<file path="src/rtl/led_pkg.sv">
// ============================================================================
//  Module   : led_pkg
//  Brief    : Shared mode encodings and constants for the LED chaser.
//  Revision : 1.0 - initial release
// ============================================================================
`default_nettype none

package led_pkg;

    // Pattern-select encoding carried on the mode input
    typedef logic [1:0] mode_t;

    localparam mode_t MODE_UP    = 2'b00;
    localparam mode_t MODE_DOWN  = 2'b01;
    localparam mode_t MODE_PING  = 2'b10;
    localparam mode_t MODE_BLINK = 2'b11;

    // Ping-pong travel direction
    localparam logic c_DIR_UP   = 1'b0;
    localparam logic c_DIR_DOWN = 1'b1;

endpackage : led_pkg

`default_nettype wire

</file>
<file path="src/rtl/led_step_timer.sv">
// ============================================================================
//  Module   : led_step_timer
//  Brief    : Enable-gated period counter; flags the last cycle of each step
//             period so the chaser can advance on the following edge.
//  Revision : 1.0 - initial release
// ============================================================================
`default_nettype none

module led_step_timer #(
    parameter int STEP_CYCLES = 50_000_000,
    parameter int CNT_W       = 32
) (
    input  logic clk,
    input  logic rest,
    input  logic en,
    output logic tick
);

    localparam logic [CNT_W-1:0] c_LAST = CNT_W'(STEP_CYCLES - 1);
    localparam logic [CNT_W-1:0] c_ONE  = CNT_W'(1);

    // Reject parameter sets the counter cannot represent
    generate
        if (STEP_CYCLES < 2) begin : g_bad_step_cycles
            $error("led_step_timer: STEP_CYCLES must be 2 or more");
        end
        if ((CNT_W < 63) &&
            ((64'(STEP_CYCLES) - 64'd1) >= (64'd1 << CNT_W))) begin : g_bad_cnt_w
            $error("led_step_timer: STEP_CYCLES-1 does not fit in CNT_W bits");
        end
    endgenerate

    logic [CNT_W-1:0] r_cnt;

    // Count 0..STEP_CYCLES-1 while enabled, hold while disabled
    always_ff @(posedge clk) begin
        if (rest) begin
            r_cnt <= '0;
        end else if (en) begin
            if (r_cnt == c_LAST) begin
                r_cnt <= '0;
            end else begin
                r_cnt <= r_cnt + c_ONE;
            end
        end
    end

    assign tick = en && (r_cnt == c_LAST);

endmodule : led_step_timer

`default_nettype wire

</file>
<file path="src/rtl/led_chaser.sv">
// ============================================================================
//  Module   : led_chaser
//  Brief    : Active-low LED pattern generator (rotate up/down, ping-pong,
//             blink-all) advancing once per STEP_CYCLES enabled cycles.
//             Optional macro LED_CHASER_PWM_EN dims lit LEDs with a
//             free-running 4-bit PWM gated by parameter DUTY.
//  Revision : 1.0 - initial release
// ============================================================================
`default_nettype none

module led_chaser
    import led_pkg::*;
#(
    parameter int N_LED       = 4,
    parameter int STEP_CYCLES = 50_000_000,
    parameter int CNT_W       = 32
`ifdef LED_CHASER_PWM_EN
    ,
    parameter int DUTY        = 8
`endif
) (
    input  logic             clk,
    input  logic             rest,
    input  logic             en,
    input  logic [1:0]       mode,
    output logic [N_LED-1:0] ledn,
    output logic             step
);

    localparam int                c_POS_W    = (N_LED > 1) ? $clog2(N_LED) : 1;
    localparam logic [c_POS_W-1:0] c_LAST_POS = c_POS_W'(N_LED - 1);
    localparam logic [c_POS_W-1:0] c_ONE_POS  = c_POS_W'(1);

    generate
        if (N_LED < 1 || N_LED > 32) begin : g_bad_n_led
            $error("led_chaser: N_LED must be in 1..32");
        end
    endgenerate

    logic               w_tick;
    mode_t              w_mode;

    logic [c_POS_W-1:0] r_pos;
    logic               r_dir;
    logic               r_ph;
    logic               r_started;
    logic [N_LED-1:0]   r_lit;

    logic [c_POS_W-1:0] w_pos_nx;
    logic               w_dir_nx;
    logic               w_ph_nx;
    logic               w_started_nx;
    logic [N_LED-1:0]   w_lit_nx;
    logic [N_LED-1:0]   w_drive;

    assign w_mode = mode;

    led_step_timer #(
        .STEP_CYCLES (STEP_CYCLES),
        .CNT_W       (CNT_W)
    ) u_timer (
        .clk  (clk),
        .rest (rest),
        .en   (en),
        .tick (w_tick)
    );

    // Next position/direction/phase and lit pattern; mode is looked at only on a tick
    always_comb begin
        w_pos_nx     = r_pos;
        w_dir_nx     = r_dir;
        w_ph_nx      = r_ph;
        w_started_nx = r_started;
        w_lit_nx     = r_lit;
        if (w_tick) begin
            w_started_nx = 1'b1;
            if (!r_started) begin
                // First step after reset always lands on LED 0 going up
                w_pos_nx = '0;
                w_dir_nx = c_DIR_UP;
                w_ph_nx  = (w_mode == MODE_BLINK);
            end else begin
                case (w_mode)
                    MODE_UP: begin
                        w_pos_nx = (r_pos == c_LAST_POS) ? '0 : r_pos + c_ONE_POS;
                    end
                    MODE_DOWN: begin
                        w_pos_nx = (r_pos == '0) ? c_LAST_POS : r_pos - c_ONE_POS;
                    end
                    MODE_PING: begin
                        // A single LED has nowhere to bounce: hold pos and dir
                        if (N_LED > 1) begin
                            if (r_dir == c_DIR_UP) begin
                                if (r_pos == c_LAST_POS) begin
                                    w_dir_nx = c_DIR_DOWN;
                                    w_pos_nx = r_pos - c_ONE_POS;
                                end else begin
                                    w_pos_nx = r_pos + c_ONE_POS;
                                end
                            end else begin
                                if (r_pos == '0) begin
                                    w_dir_nx = c_DIR_UP;
                                    w_pos_nx = c_ONE_POS;
                                end else begin
                                    w_pos_nx = r_pos - c_ONE_POS;
                                end
                            end
                        end
                    end
                    default: begin
                        // Phase is parked at 0 outside blink, so entry toggles it to 1
                        w_ph_nx = ~r_ph;
                    end
                endcase
                if (w_mode != MODE_BLINK) begin
                    w_ph_nx = 1'b0;
                end
            end
            if (w_mode == MODE_BLINK) begin
                w_lit_nx = w_ph_nx ? '1 : '0;
            end else begin
                w_lit_nx = N_LED'(1) << w_pos_nx;
            end
        end
    end

`ifdef LED_CHASER_PWM_EN
    logic [3:0] r_pwm;
    logic       w_pwm_on;

    // Free-running PWM slot counter
    always_ff @(posedge clk) begin
        if (rest) begin
            r_pwm <= 4'd0;
        end else begin
            r_pwm <= r_pwm + 4'd1;
        end
    end

    assign w_pwm_on = (r_pwm < 4'(DUTY));
    assign w_drive  = w_lit_nx & {N_LED{w_pwm_on}};
`else
    assign w_drive  = w_lit_nx;
`endif

    // Pattern state and registered active-low outputs
    always_ff @(posedge clk) begin
        if (rest) begin
            r_pos     <= '0;
            r_dir     <= c_DIR_UP;
            r_ph      <= 1'b0;
            r_started <= 1'b0;
            r_lit     <= '0;
            ledn      <= '1;
            step      <= 1'b0;
        end else begin
            r_pos     <= w_pos_nx;
            r_dir     <= w_dir_nx;
            r_ph      <= w_ph_nx;
            r_started <= w_started_nx;
            r_lit     <= w_lit_nx;
            ledn      <= ~w_drive;
            step      <= w_tick;
        end
    end

endmodule : led_chaser

`default_nettype wire

</file>
<file path="config.mk">
export PLATFORM = sky130hd
export DESIGN_NAME = led_chaser
export DESIGN_NICKNAME = d
export VERILOG_FILES = /design/src/rtl/led_pkg.sv /design/src/rtl/led_step_timer.sv /design/src/rtl/led_chaser.sv
export SDC_FILE = /design/constraint.sdc
export NUM_CORES = 1
export LEC_CHECK = 0
export BUFFER_PORTS_ARGS = -buffer_cell sky130_fd_sc_hd__buf_4
export CORE_MARGIN = 4
export CORE_UTILIZATION = 51
export CTS_CLUSTER_SIZE = 28
export DETAILED_ROUTE_END_ITERATION = 8
export PLACE_DENSITY_LB_ADDON = 0.12
export SKIP_LAST_GASP = 1
export SLEW_MARGIN = 20
export SYNTH_ARGS = -nofsm -noshare
export SYNTH_HDL_FRONTEND = slang
export SYNTH_HIERARCHICAL = 1
export SYNTH_SLANG_ARGS = --single-unit
</file>
<file path="constraint.sdc">
create_clock -name clk -period 2.55 [get_ports clk]
set_input_delay 0.3825 -clock clk [delete_from_list [all_inputs] [get_ports clk]]
set_output_delay 0.3825 -clock clk [all_outputs]
set_load 0.01 [all_outputs]
</file>
Word level (Yosys, flattened, before mapping)
Cells that the tools add are included.
Word-level totals
  register bits: 46
  output and inout port bits: 5
  logic and storage cells: 47
Cells by class
  add/sub/neg operators: 3
  equal/unequal tests: 7
  shifts and indexed selects: 1
  multiplexer cells: 21
  bitwise logic cells: 2
  reduce and logical (&&, ||, !) cells: 5
Operators with widths (number)
  $add A32 B1 Y32 const B: 1
  $eq A32 B26 Y1 const B: 1
  $mux W32: 1
  $mux W2: 7
  $mux W4: 3
  $mux W1: 9
  $eq A2 B2 Y1 const B: 3
  $pmux W2 S3: 1
  $logic_not A2 Y1: 2
  $not A4 Y4: 1
  $shl A1 B2 Y4 const A: 1
  $reduce_or A3 Y1: 1
  $add A2 B1 Y2 const B: 1
  $eq A2 B1 Y1 const B: 1
  $ne A2 B1 Y1 const B: 1
  $ne A2 B2 Y1 const B: 1
  $reduce_and A2 Y1: 1
  $sub A2 B1 Y2 const B: 1
  $logic_and A1 B1 Y1: 1
  $not A1 Y1: 1

Longest topological paths before layout
Gate-level depths: netlist of the first run.
  word-level depth: 10
  depth in mapped cells: 8

By module
Netlist of the first run, hierarchy kept.
Modules (own cells, without submodules)
  led_step_timer: times used 1, cells an instance 175, area each 1507.7 sq um, seq. area each 640.6 sq um
  led_chaser: times used 1, cells an instance 66, area each 656.9 sq um, seq. area each 280.3 sq um

Worst setup path before layout of the first run
OpenSTA, ideal clock, no wires.
  path type: register to register
  start: register u_timer.r_cnt[27]
  end: register r_pos[0]
  library setup time: 86 ps
  arrival time: 2310 ps
  required time: 2464 ps
  path slack: 155 ps
  cell stages (with the launch flop): 7
  path buffers: 1
  period minus slack after synthesis: 2395 ps
  path through: dfxtp_1 > or4_1 > or4_1 > nor4b_2 > clkbuf_1 > a21oi_1 > a211oi_1
On the way
  word-level cells in the longest chain between the ends: 2
RTL lines
  from (decl): line led_step_timer.sv:33  | logic [CNT_W-1:0] r_cnt;
  from (signal assigned): line led_step_timer.sv:43  | r_cnt <= r_cnt + c_ONE;
  $eq A32 B26 Y1: line led_step_timer.sv:48  | assign tick = en && (r_cnt == c_LAST);
  $logic_and A1 B1 Y1: line led_step_timer.sv:48
  named net w_tick: line led_chaser.sv:40  | logic w_tick;
  to (signal assigned): line led_chaser.sv:157  | r_pos <= w_pos_nx;
  to (decl): line led_chaser.sv:43  | logic [c_POS_W-1:0] r_pos;
The timed path passes the listed nets, and every way through them passes these cells.
A chain may end at the register's enable or synchronous reset.

==> results of run 1 <==
logic make-up (layout without fill, tap and decap cells):
kind of cell             after synthesis  after routing  synth area share
AO/OA/AOI/OAI                         21             21            0.0827
adder cells (fa/ha/maj)                4              4            0.0231
AND/OR/NAND/NOR                      120            120             0.295
flip-flops                            46             46             0.425
buffers and inverters                 18             30            0.0434
multiplexers                           1              1           0.00462
XOR/XNOR                              31             31             0.125
power breakdown:
part           switching, mW  internal, mW
Clock                  0.244         0.418
Sequential           0.00345         0.721
Combinational         0.0259        0.0174
critical path, stage by stage (launching register included):
cell	delay, ps
dfxtp_1	340
or4_1	510
or4_1	490
nor4b_2	220
buf_4	210
o211a_1	210
nand3_1	160
o211a_1	170
sequential cells by signal, indices dropped and copies added, names as in the netlist, named ones only:
signal	cells
step	1
r_ph	1
ledn	4
r_started	1
u_timer/r_cnt	32
r_dir	1
r_pos	2
cells in the mapped netlist (2+ instances only):
cell type / n
dfxtp_1: 46
nor2_1: 39
xnor2_1: 22
nand2_1: 16
nand3_1: 9
nor3_1: 9
nor4_1: 9
xor2_1: 9
inv_1: 8
nand4_1: 8
clkbuf_1: 5
and3_1: 4
ha_1: 4
o211a_1: 4
and4_1: 3
buf_6: 3
nor2b_1: 3
o21ai_1: 3
a21oi_1: 2
nand2b_1: 2
nor4b_1: 2
o211ai_1: 2
or2_2: 2
or3_1: 2
or4_1: 2
worst min path at each step:
stage | cells after the start | slack [ps] | endpoint
2_1_floorplan | 1 | 430 | ledn[0]$_SDFF_PP1_
3_3_place_gp | 1 | 450 | ledn[1]$_SDFF_PP1_
3_5_place_dp | 1 | 460 | ledn[0]$_SDFF_PP1_
4_1_cts | 2 | 330 | u_timer/r_cnt[2]$_SDFFE_PP0P_
5_1_grt | 2 | 350 | u_timer/r_cnt[2]$_SDFFE_PP0P_
6_report | 2 | 340 | u_timer/r_cnt[2]$_SDFFE_PP0P_
placed cells by master, fill, tap and decap left out, types with 3 or more instances in the layout:
cell / netlist / final
dfxtp_1: 46 / 46
nor2_1: 39 / 39
xnor2_1: 22 / 22
nand2_1: 16 / 16
buf_4: 1 / 13
nor3_1: 9 / 9
nand3_1: 9 / 9
nor4_1: 9 / 9
xor2_1: 9 / 9
inv_1: 8 / 8
nand4_1: 8 / 8
clkbuf_8: 0 / 6
o211a_1: 4 / 4
ha_1: 4 / 4
and3_1: 4 / 4
nor2b_1: 3 / 3
o21ai_1: 3 / 3
and4_1: 3 / 3
routing by layer:
layer	vias to the layer above	GRT usage	share of wire
li1	866	-	-
met1	791	0.238	0.51
met2	22	0.254	0.43
met3	5	0.0413	0.035
met4	0	0.0840	0.017
met5	-	0	0
layout make-up:
cell class	instances	area (sq um)
clock buffer	6	82.6
clock inverter	2	60.1
fill	363	1630
inverter	8	30.0
multi-input combinational	177	1150
sequential	46	921
tap	50	62.6
timing repair buffer	14	118
stage by stage:
stage | power (mW) | hold slack, ps
floorplan | 0.768 | 433
detailed placement | 0.785 | 456
finish | 1.43 | 340
global route | 1.48 | 346
CTS | 1.45 | 328
global placement | 0.784 | 446
==> flow_metrics.tcl, run 1 <==
set metrics [dict create \
    run_status "complete, no violations" \
    cts_buffer_depth 2 \
    p_leak_nw 0.872 \
    drt_iter0_markers 77 \
    grt_pass1_vias 1564 \
    end_kind "flop" \
    place_inst 295 \
    grt_start_max_net_pins 31 \
    finalSetupTns_ps 0 \
    hp-start "rest" \
    drive_above_1_share 0.119 \
    hpwl_mm 2.84 \
    ys_types 48 \
    cts-resized-gates 0 \
    setup_viol 0 \
    synth.largest_area_cell "dfxtp_1" \
    core.rowCount 23 \
    tritoncts "yes" \
    antenna_found_initial 0 \
    rsz0062_at_grt "no" \
    synth_enable_flop_cells 0 \
    grt_overflow 0 \
    io_buffers 9 \
    seq_area_frac_synth 0.425 \
    critPathLaunch "u_timer/r_cnt[27]$_SDFFE_PP0P_" \
    worstPathArrival_ps 2620 \
    max_cap_violations 0 \
    worstPathRequired_ps 2750 \
    syn_inst 241 \
    fmax_mhz 414 \
    syn-num-nets 250 \
    start_util 0.533 \
    gp_congestion 0.757 \
    ctsHoldBuffers 0 \
    synthTopCellsByArea "dfxtp_1 43%, xnor2_1 8.9%, nor2_1 6.8%" \
    synthesis.yosys.warnings 6 \
    p_per_area_nw_per_um2 590 \
    placed_cell_area_sq_um 2280 \
    synth.ff_latch_count 46 \
    rrSetupSlack_ps 130 \
    synthArstFlopShare 0 \
    viasPerCell 5.56 \
    ff2ff_path_depth 7 \
    die_width_um 73.2 \
    diodes 0 \
    final_cells 303 \
    yosysTopAreaCellShare 0.425 \
    htreeDepth 2 \
    min_period_ps 2420 \
    utilization 0.597 \
    synthFlopType "dfxtp_1" \
    clk_pin_slew_worst_paths_ps 90 \
    drt_wl_total_mm 4.15 \
    finalNetCount 261 \
    cts_buffers 5 \
    vias 1684 \
    fin_crit_sh 0.947 \
    die_area_sq_um 5350 \
    ios 10 \
    hold_viol 0 \
    crit_path_start_kind "flop" \
    cts.sinks 46 \
    die_y_um 73.2 \
    pre_cts_slack_ps 153 \
    finalInstanceArea_sq_um 2420 \
    ant_nets 0 \
    netlist_area_sq_um 2160 \
    worst_pin_slew_ps 538 \
    drc_errors 0 \
    clock_latency_ps 300 \
    cts_setup_buffers 0 \
    reg2reg_from "u_timer/r_cnt[27]$_SDFFE_PP0P_" \
    routedWlPerCell_um 13.7 \
    area_growth_pct 12.0 \
    hp-class "in2reg" \
    coreArea_sq_um 4060 \
    drv_slew 0 \
    cts_root_buf "clkbuf_8" \
    cp_max_fo 11 \
    finalClockSkew_ps 8.28 \
    vdd.ir_drop.worst_v 0.000368 \
    grt_first_pass_wirelength_mm 7.18 \
    avgSynthCellArea_sq_um 8.98 \
    setup_ws_ps 135 \
    worstSetupPathType "reg2reg" \
    dr.pass1.iters 4 \
    max_slew_margin 0.638 \
    grtUsageTotal 0.174 \
]
No activity file was read; power rests on OpenSTA's default activity.
==> run 2: changes to the inputs <==
ABC_AREA = 1   (was not set)
CORE_UTILIZATION = 55   (was 51)
==> run 2 against run 1 <==
Hold slack better by 43 ps. Sequential share of layout area shrank 5.1 points. First-iteration DRC count grew to 3.1 times the previous value. Final cell count grew 47%.
==> flow_metrics.tcl, run 2 <==
set metrics [dict create \
    drt_iter0_markers 241 \
    netlist_area_sq_um 2610 \
    die_area_sq_um 5900 \
    vias 2299 \
    drive_above_1_share 0.168 \
    viasPerCell 5.18 \
    finalClockSkew_ps 14.0 \
    antenna_found_initial 0 \
    synthFlopType "dfxtp_1" \
    hold_depth 2 \
    place_inst 436 \
    synth_enable_flop_cells 0 \
    ctsHoldBuffers 0 \
    start_util 0.582 \
    ant_nets 0 \
    worst_pin_slew_ps 329 \
    final_common_cell "nand2_1" \
    synth.largest_area_cell "dfxtp_1" \
    syn-num-nets 388 \
    grt_pass1_vias 2073 \
    clock_latency_ps 310 \
    synthTopCellsByCount "86 x nand2_1, 63 x nor2_1, 46 x dfxtp_1" \
    largest_register_ffs 32 \
    drv_slew 0 \
    die_width_um 76.8 \
    fin_crit_sh 0.791 \
    regMostFlops "u_timer/r_cnt" \
    final_cell_mix "86 x nand2_1, 63 x nor2_1, 46 x dfxtp_1" \
    hp-start "rest" \
    tritoncts "yes" \
    cts_buffer_depth 2 \
    fmax_mhz 496 \
    rrSetupSlack_ps 530 \
    worstPathArrival_ps 2210 \
    vdd.ir_drop.worst_v 0.000328 \
    p_per_area_nw_per_um2 440 \
    run_status "complete, no violations" \
    cts.sinks 46 \
    end_kind "flop" \
    worstPathRequired_ps 2740 \
    grt_overflow 0 \
    drc_errors 0 \
    htreeDepth 2 \
    finalNetCount 400 \
    synthTopCellsByArea "dfxtp_1 35%, nand2_1 12%, nor2_1 9.1%" \
    rsz0062_at_grt "no" \
    synthesis.yosys.warnings 6 \
    ios 10 \
    drt_wl_total_mm 5.63 \
    syn_inst 379 \
    setup_viol 0 \
    cts_buffers 5 \
    crit_path_start_kind "flop" \
    avgSynthCellArea_sq_um 6.88 \
    ys_types 34 \
    seq_area_frac_synth 0.353 \
    max_slew_margin 0.781 \
    hp-class "in2reg" \
    p_leak_nw 1.07 \
    max_cap_violations 0 \
    cts_setup_buffers 0 \
    hold-path-endpoint "u_timer/r_cnt[16]$_SDFFE_PP0P_" \
    yosysTopAreaCellShare 0.353 \
    routedWlPerCell_um 12.7 \
    finalSetupTns_ps 0 \
    gp_congestion 0.891 \
    core.rowCount 24 \
    grt_first_pass_wirelength_mm 9.67 \
    reg2reg_from "u_timer/r_cnt[1]$_SDFFE_PP0P_" \
    synth.ff_latch_count 46 \
    final_cells 444 \
    reg_top3 "u_timer/r_cnt (32), ledn (4), r_pos (2)" \
    synthArstFlopShare 0 \
    cts_root_buf "clkbuf_8" \
    power_mw 1.23 \
    cts-resized-gates 0 \
    cp_max_fo 11 \
    dr.pass1.iters 4 \
    grt_start_max_net_pins 19 \
    fillers 416 \
    die_y_um 76.8 \
    min_period_ps 2020 \
    hold_viol 0 \
    coreArea_sq_um 4470 \
    worstSetupPathType "reg2reg" \
    diodes 0 \
    clk_pin_slew_worst_paths_ps 100 \
    ff2ff_path_depth 8 \
    area_growth_pct 7.49 \
    hpwl_mm 4.33 \
    grtUsageTotal 0.202 \
    post-synth-top-count-cell "nand2_1" \
    io_buffers 9 \
]
-- run 2: changes by cell type after synthesis, sizes merged, moves of 16 or more --
cell / delta
inv: +37
nor2: +48
xnor2: -16
nand3: +25
nand2: +79
-- run 2: report_power, final --
group / switching [mW] / internal [mW]
Combinational: 0.0299 / 0.0139
Clock: 0.268 / 0.198
Sequential: 0.00273 / 0.720
-- run 2: worst max path at each step --
stage                                  start                 end  slack [ps]  cells after the start
3_5_place_dp   u_timer/r_cnt[0]$_SDFFE_PP0P_                flop         570                      8
3_3_place_gp   u_timer/r_cnt[0]$_SDFFE_PP0P_  r_dir$_SDFFE_PP0P_         630                     11
5_1_grt        u_timer/r_cnt[0]$_SDFFE_PP0P_  ledn[1]$_SDFF_PP1_         350                      9
4_1_cts        u_timer/r_cnt[0]$_SDFFE_PP0P_                flop         540                      8
6_report       u_timer/r_cnt[1]$_SDFFE_PP0P_                flop         530                      8
2_1_floorplan  u_timer/r_cnt[0]$_SDFFE_PP0P_                flop         820                      9
-- run 2: cell type report --
cell class	instances	area (sq um)	area share
Timing Repair Buffer	9	67.6	0.0241
Sequential cell	46	921	0.329
Tap cell	52	65.1	0.0232
Multi-Input combinational cell	282	1470	0.526
Clock buffer	5	68.8	0.0246
Inverter	47	180	0.0643
Clock inverter	3	25.0	0.00893
-- run 2: logic make-up after synthesis --
group | after synthesis | synth area share
and+or+nand+nor | 233 | 0.429
buffers and inverters | 51 | 0.0811
DFF | 46 | 0.353
AOI/OAI and AO/OA | 28 | 0.0600
xor gates and xnor gates | 16 | 0.0538
adders and majority gates | 4 | 0.0192
muxes | 1 | 0.00384
-- run 2: per-layer routing --
metal  part of all wire  global-route usage
met5                  0                   0
met2               0.40               0.284
met4             0.0089              0.0435
met3              0.067              0.0492
met1               0.52               0.308
-- run 2: critical path, cell delays in order, from the launching register on --
cell	delay, ps
dfxtp_1	390
ha_1	240
nand3_1	110
nor2_1	170
nand3_2	190
inv_1	250
inv_1	110
nor2_2	310
a21oi_1	120
-- run 2: metrics by stage --
step / util / area (sq um) / worst slack [ps] / hold slack (ps)
floorplan: - / 2610 / 824 / 452
global placement: 0.605 / 2710 / 635 / 491
detailed placement: 0.605 / 2710 / 568 / 501
CTS: 0.626 / 2800 / 543 / 378
global route: 0.626 / 2800 / 353 / 389
finish: 0.626 / 2800 / 533 / 383
